--- src/rtl/sysbus_arbiter.sv ---
// Two-master round-robin bus arbiter with slave split and watchdog revocation; grant 1 cycle after request.
// No data path: masters hold req until granted, grants drop the cycle req falls, split or watchdog fires.
module sysbus_arbiter #(
  parameter int TIMEOUT = 1023
) (
  input  logic clk,
  input  logic rstn,
  input  logic m1_req,
  input  logic m2_req,
  input  logic split,
  input  logic split_done,
  output logic m1_grant,
  output logic m2_grant,
  output logic msel,
  output logic bus_busy,
  output logic timeout_err
);

  localparam int CW = $clog2(TIMEOUT + 1);
  localparam logic [CW-1:0] CNT_LAST = CW'(TIMEOUT - 1);

  typedef enum logic [1:0] {
    IDLE = 2'd0,
    GNT1 = 2'd1,
    GNT2 = 2'd2
  } state_t;

  state_t        state;
  logic          last_gnt;   // 0 = master 1, 1 = master 2
  logic [1:0]    split_mask;
  logic [1:0]    to_mask;
  logic [CW-1:0] cnt;

  logic [1:0] req;
  logic [1:0] elig;
  logic       cur_idx;
  logic       cur_req;

  assign req     = {m2_req, m1_req};
  assign elig    = req & ~split_mask & ~to_mask;
  assign cur_idx = (state == GNT2);
  assign cur_req = req[cur_idx];

  always_ff @(posedge clk or negedge rstn) begin
    if (!rstn) begin
      state       <= IDLE;
      last_gnt    <= 1'b1;
      msel        <= 1'b0;
      split_mask  <= 2'b00;
      to_mask     <= 2'b00;
      cnt         <= '0;
      timeout_err <= 1'b0;
    end else begin
      timeout_err <= 1'b0;
      // A master must be seen idle before a watchdog block is lifted.
      to_mask <= to_mask & req;
      if (split_done) split_mask <= 2'b00;

      case (state)
        IDLE: begin
          if (elig[0] && (!elig[1] || last_gnt)) begin
            state    <= GNT1;
            last_gnt <= 1'b0;
            msel     <= 1'b0;
            cnt      <= '0;
          end else if (elig[1]) begin
            state    <= GNT2;
            last_gnt <= 1'b1;
            msel     <= 1'b1;
            cnt      <= '0;
          end
        end
        GNT1, GNT2: begin
          if (!cur_req) begin
            state <= IDLE;
          end else if (split) begin
            // Overrides a same-cycle split_done clear for this master.
            state               <= IDLE;
            split_mask[cur_idx] <= 1'b1;
          end else if (cnt == CNT_LAST) begin
            state            <= IDLE;
            to_mask[cur_idx] <= 1'b1;
            timeout_err      <= 1'b1;
          end else begin
            cnt <= cnt + 1'b1;
          end
        end
        default: state <= IDLE;
      endcase
    end
  end

  assign m1_grant = (state == GNT1);
  assign m2_grant = (state == GNT2);
  assign bus_busy = m1_grant | m2_grant;

endmodule

--- config.mk ---
export PLATFORM = sky130hd
export DESIGN_NAME = sysbus_arbiter
export DESIGN_NICKNAME = d
export VERILOG_FILES = /design/src/rtl/sysbus_arbiter.sv
export SDC_FILE = /design/constraint.sdc
export NUM_CORES = 1
export LEC_CHECK = 0
export CORE_UTILIZATION = 40
export DETAILED_ROUTE_END_ITERATION = 12
export DONT_BUFFER_PORTS = 1
export MAX_ROUTING_LAYER = met4
export SYNTH_ARGS = -nofsm -noshare
export SYNTH_HDL_FRONTEND = slang
export SYNTH_SLANG_ARGS = --single-unit
--- constraint.sdc ---
create_clock -name clk -period 3 [get_ports clk]
set_clock_uncertainty 0.2 [all_clocks]
set_input_delay 0.6 -clock clk [delete_from_list [all_inputs] [get_ports clk]]
set_output_delay 0.6 -clock clk [all_outputs]
set_load 0.01 [all_outputs]
Word-level counts from Yosys, hierarchy flattened. Cells that the tools add are included.

Bits in registers: 19. Input port bits: 6. Output and inout port bits: 5. Word-level logic and storage cells: 67.

Add/subtract/negate cells: 1. $lt $le $gt $ge: 2. Eq/ne operators: 8. Muxes and demuxes: 30. Bitwise gates (word level): 8. Reduce and logical (&&, ||, !) cells: 11.

Operators with widths (count): two-way mux 10 bit (5); two-way mux 2 bit (13); one-hot mux 10 bit (2 select lines) (1); adder 10 x 1 -> 10 bit, second input constant (1); equality test 10 bit, second input constant (1); two-way mux 1 bit (9); AND 2 bit (3); inequality test 2 bit, second input constant (3); AND reduction 5 bit (1); inequality test 4 bit, second input constant (1); NOT 2 bit (2); OR 2 bit (2); one-hot mux 2 bit (2 select lines) (1); AND reduction 2 bit (2); nonzero test 2 bit (2); inequality test 3 bit, second input constant (1); equality test 2 x 1 -> 1 bit, second input constant (1); equality test 2 bit, second input constant (1); logical AND 1 bit (2); zero test 2 bit (1); less-than comparator 1 x 2 -> 1 bit, second input constant (1); OR reduction 2 bit (1); demux 1 bit (select 1 bit) (1); >= comparator 1 bit, second input constant (1); other kinds (3) (3).

Logic depth before layout (Yosys ltp).
Depth after elaboration: 10. Mapped depth: 7. Depth with buffers taken out: 6.

Least setup slack after synthesis. OpenSTA, ideal clock, no wires.

Path kind: flip-flop to flip-flop. From: register state[0]. To: register cnt[6]. Library setup time: 126 ps. Data arrival time: 2055 ps. Data required time: 2674 ps. Slack: 619 ps. Stages on the path, launching flop included: 8. Path buffers: 1. Period minus slack after synthesis: 2381 ps. Cells stage by stage: dfrtp_1 > inv_1 > ha_1 > and2b_1 > nor4_4 > or3_1 > buf_6 > a221o_1.

Word-level cells in the longest chain between the ends: 5. Elaborated cells between the ends (all ways): 13. Those cells by class: eq/ne: 6; mux: 3; reduce/logical: 4.

Ends and longest elaborated chain: start: declaration (RTL line 28) `state_t state;`; start signal: assignment (RTL line 46) `state <= IDLE;`; start signal: assignment (RTL line 62) `state <= GNT1;`; start signal: assignment (RTL line 67) `state <= GNT2;`; equality test 2 bit (RTL line 41, 59); two-way mux 1 bit (implied by the code) (2 in a row) (RTL line 42) `assign cur_req = req[cur_idx];`; inequality test 2 bit (no source line); AND reduction 5 bit (no source line); end signal: assignment (RTL line 85) `cnt <= cnt + 1'b1;`; end: declaration (RTL line 32) `logic [CW-1:0] cnt;`.

Several ways; a longest one is shown, not always the timed one. The select of a mux whose other input is x is not followed. A chain may end at the register's enable or synchronous reset.

Worst setup path after layout.
From: register state[0]. To: register cnt[6].

Word-level cells in the longest chain between the ends: 5. Elaborated cells between the ends (all ways): 13. Those cells by class: eq/ne: 6; mux: 3; reduce/logical: 4.

Ends and longest elaborated chain: equality test 2 bit *; net m2_grant (RTL line 13) `output logic m2_grant,`; two-way mux 1 bit (implied by the code) (2 in a row) (RTL line 42); inequality test 2 bit (no source line); AND reduction 5 bit (no source line).

Mark *: on every way through the listed nets, which the timed path passes. The rest lies on a longest branch. The select of a mux whose other input is x is not followed.

==> qor.txt <==
die area: 3080 um2
vias in the first global route: 870
layout cells sized above 1: 0.120
commonest non-fill, non-tap cell in the layout: dfrtp_1
fraction of the mapped netlist area in adder cells: 0.0546
sequential share of the synthesized area: 0.416
Data required, critical path: 2.99 ns
worst reg-to-reg path cell count: 6
largest net degree at the start of global routing: 20
CTS Buffer Depth: 2
status: finished clean
Layout Utilization: 0.444
Final setup viols: 0
Slowest-stage cell, CP: or3_1
largest family of logic cells by synthesized area: simple AND/OR/NAND/NOR gates
top cells by area, synth: dfrtp_1 (39%), o31ai_1 (5.9%), ha_1 (5.5%)
nets@finish: 129
Antenna Nets Post-Route: 0
number of synthesized flops with an enable pin: 0
CP cell instances: inv_1 -> ha_1 -> mux2_4 -> a31oi_4 -> or3_1 -> a221o_1
RSZ-0062 raised after global routing: false
pins over their slew limit: 0
Final Hold Vio Count: 0
setup ws final: 0.552 ns
max incr delay on CP: 0.52 ns
Post-Syn Area: 1150 um2
initial antenna violation count: 0
commonest cells after routing, fill and taps aside: dfrtp_1 (18), inv_1 (12), o31ai_1 (9), nand2_1 (8), nand3_1 (8)
hold path depth: 1
Gate Count Post-Synth: 113
Post-Route Setup TNS: 0 ns
WL final: 2320 um
DR vias/cell: 6.07
IO Port Bufs: 0
Synth area leader: dfrtp_1
# IOs: 11
CTS resizes: 0
Synth async-reset ratio: 1.00
drc violations: 0
synthesized area per cell: 10.1 um2
DRT Pass-1 Iters: 4
drt first-iter violations: 27
Rows: 19
LEAKAGE: 0.508 nW
Yosys cell types: 39
Worst-path clk slew: 0.11 ns
multiplexer share of the synthesized area: 0.0218
pre-CTS setup slack: 0.540 ns
max_cap viols: 0
insertion delay to the later sink of the worst-skew pair: 0.29 ns
Die Wd: 55.5 um
post-DP HPWL: 1650 um
syn nets: 124
Worst setup SP type: flop
Least-Margin Pin Slew: 0.904 ns
Power Total: 1.11 mW
Compound-Gate Fraction of Synth Area: 0.214
XOR/XNOR Fraction of Synth Area: 0
Crit. End Element: flop
Via Count: 898
Area growth syn-to-layout: 5.89%
peak supply drop: 0.821 mV
Final Cycle Share: 0.816
FF+latch count, synth: 19
synth warn: 0
antenna cell count: 0
critical path class: reg2reg
TritonCTS Buffers: 3
CTS Hold Bufs: 1
fmax: 408 MHz
Slew HR: 0.395
fin cells: 148
Final min period: 2.45 ns
gr usage total: 0.177
Yosys top cell area share: 0.393
Pwr Density: 913 nW/um2
die height: 55.5 um
H-tree Lvls: 1
total clock sinks: 19
gr ovfl total: 0
CTS root buf: clkbuf_4
Main synth FF type: dfrtp_1
Critical Path AT: 2.44 ns
first-pass GRT wire length: 4140 um
simple-gate share of the synthesized area: 0.241
Initial Util: 0.419
CP max FO: 10
placed insts: 143
# Post-CTS Setup Buffers: 0
Placer Congestion: 0.788
DR WL/cell: 15.7 um
worst hold path class: in2reg
CTS tree: done
core box area: 2730 um2
==> area by class of cell <==
type / instances / area [um2]
Multi-Input combinational cell: 80 / 609
Tap cell: 31 / 38.8
Fill cell: 252 / 1520
Inverter: 12 / 45.0
Clock buffer: 4 / 26.3
Timing Repair Buffer: 2 / 17.5
Sequential cell: 19 / 477
==> worst max-delay path, delay by kind of cell, from the launching register on <==
| kind | cells | cell delay (ns) |
|---|---|---|
| AO/OA/AOI/OAI | 2 | 0.56 |
| adder cells (fa/ha/maj) | 1 | 0.33 |
| buffers and inverters | 1 | 0.08 |
| flip-flops | 1 | 0.41 |
| multiplexers | 1 | 0.24 |
| AND/OR/NAND/NOR | 1 | 0.52 |
==> layer usage <==
metal	vias to the layer above	GRT usage	wire [um]
li1	439	-	-
met1	444	0.259	1170
met2	13	0.243	1080
met3	2	0.0258	53
met4	0	0.0750	17
met5	-	-	0
==> sequential cells by signal (all words and copies together), names as in the netlist <==
| signal | flops |
|---|---|
| cnt | 10 |
| timeout_err | 1 |
| state | 2 |
| to_mask | 2 |
| last_gnt | 1 |
| split_mask | 2 |
| msel | 1 |
==> logic make-up (layout without fill, tap and decap cells) <==
| logic type | count (synthesis) | after routing |
|---|---|---|
| flops | 19 | 19 |
| mux | 2 | 2 |
| simple gates | 42 | 42 |
| fa+ha+maj | 5 | 5 |
| buf+inv | 14 | 18 |
| compound gates | 31 | 31 |
==> report_power, final <==
part | total [mW] | switching, mW | internal, mW
clock | 0.131 | 0.0792 | 0.0517
sequential | 0.435 | 0.0905 | 0.344
combinational | 0.542 | 0.343 | 0.199
total | 1.11 | 0.513 | 0.595
==> synth_stat cells, types with 2 or more instances <==
cell	number
ha_1	5
o31ai_1	9
or3_1	5
nand3_1	8
nand2_1	8
dfrtp_1	18
o22ai_1	3
or2_2	2
nand3b_1	2
nand4_1	3
a22o_1	4
o211ai_1	7
inv_1	12
a21oi_1	2
==> worst paths after layout <==
path	start	to	slack, ns
setup / recovery	state[0]	cnt[6]	0.55
hold / removal	split_done	split_mask[1]	0.21
setup reg to reg	state[0]	cnt[6]	0.55
hold reg to reg	last_gnt	last_gnt	0.31
max in group asynchronous	rstn	timeout_err	1.38
min in group asynchronous	rstn	cnt[7]	0.66
==> per-stage QoR <==
step / hold slack, ns / area, um2
5_1_grt: 0.195 / 1210
2_1_floorplan: 0.104 / 1150
3_3_place_gp: 0.105 / 1180
3_5_place_dp: 0.105 / 1180
4_1_cts: 0.197 / 1210
6_report: 0.205 / 1210
Note: power is estimated with default switching activity, not from simulation.
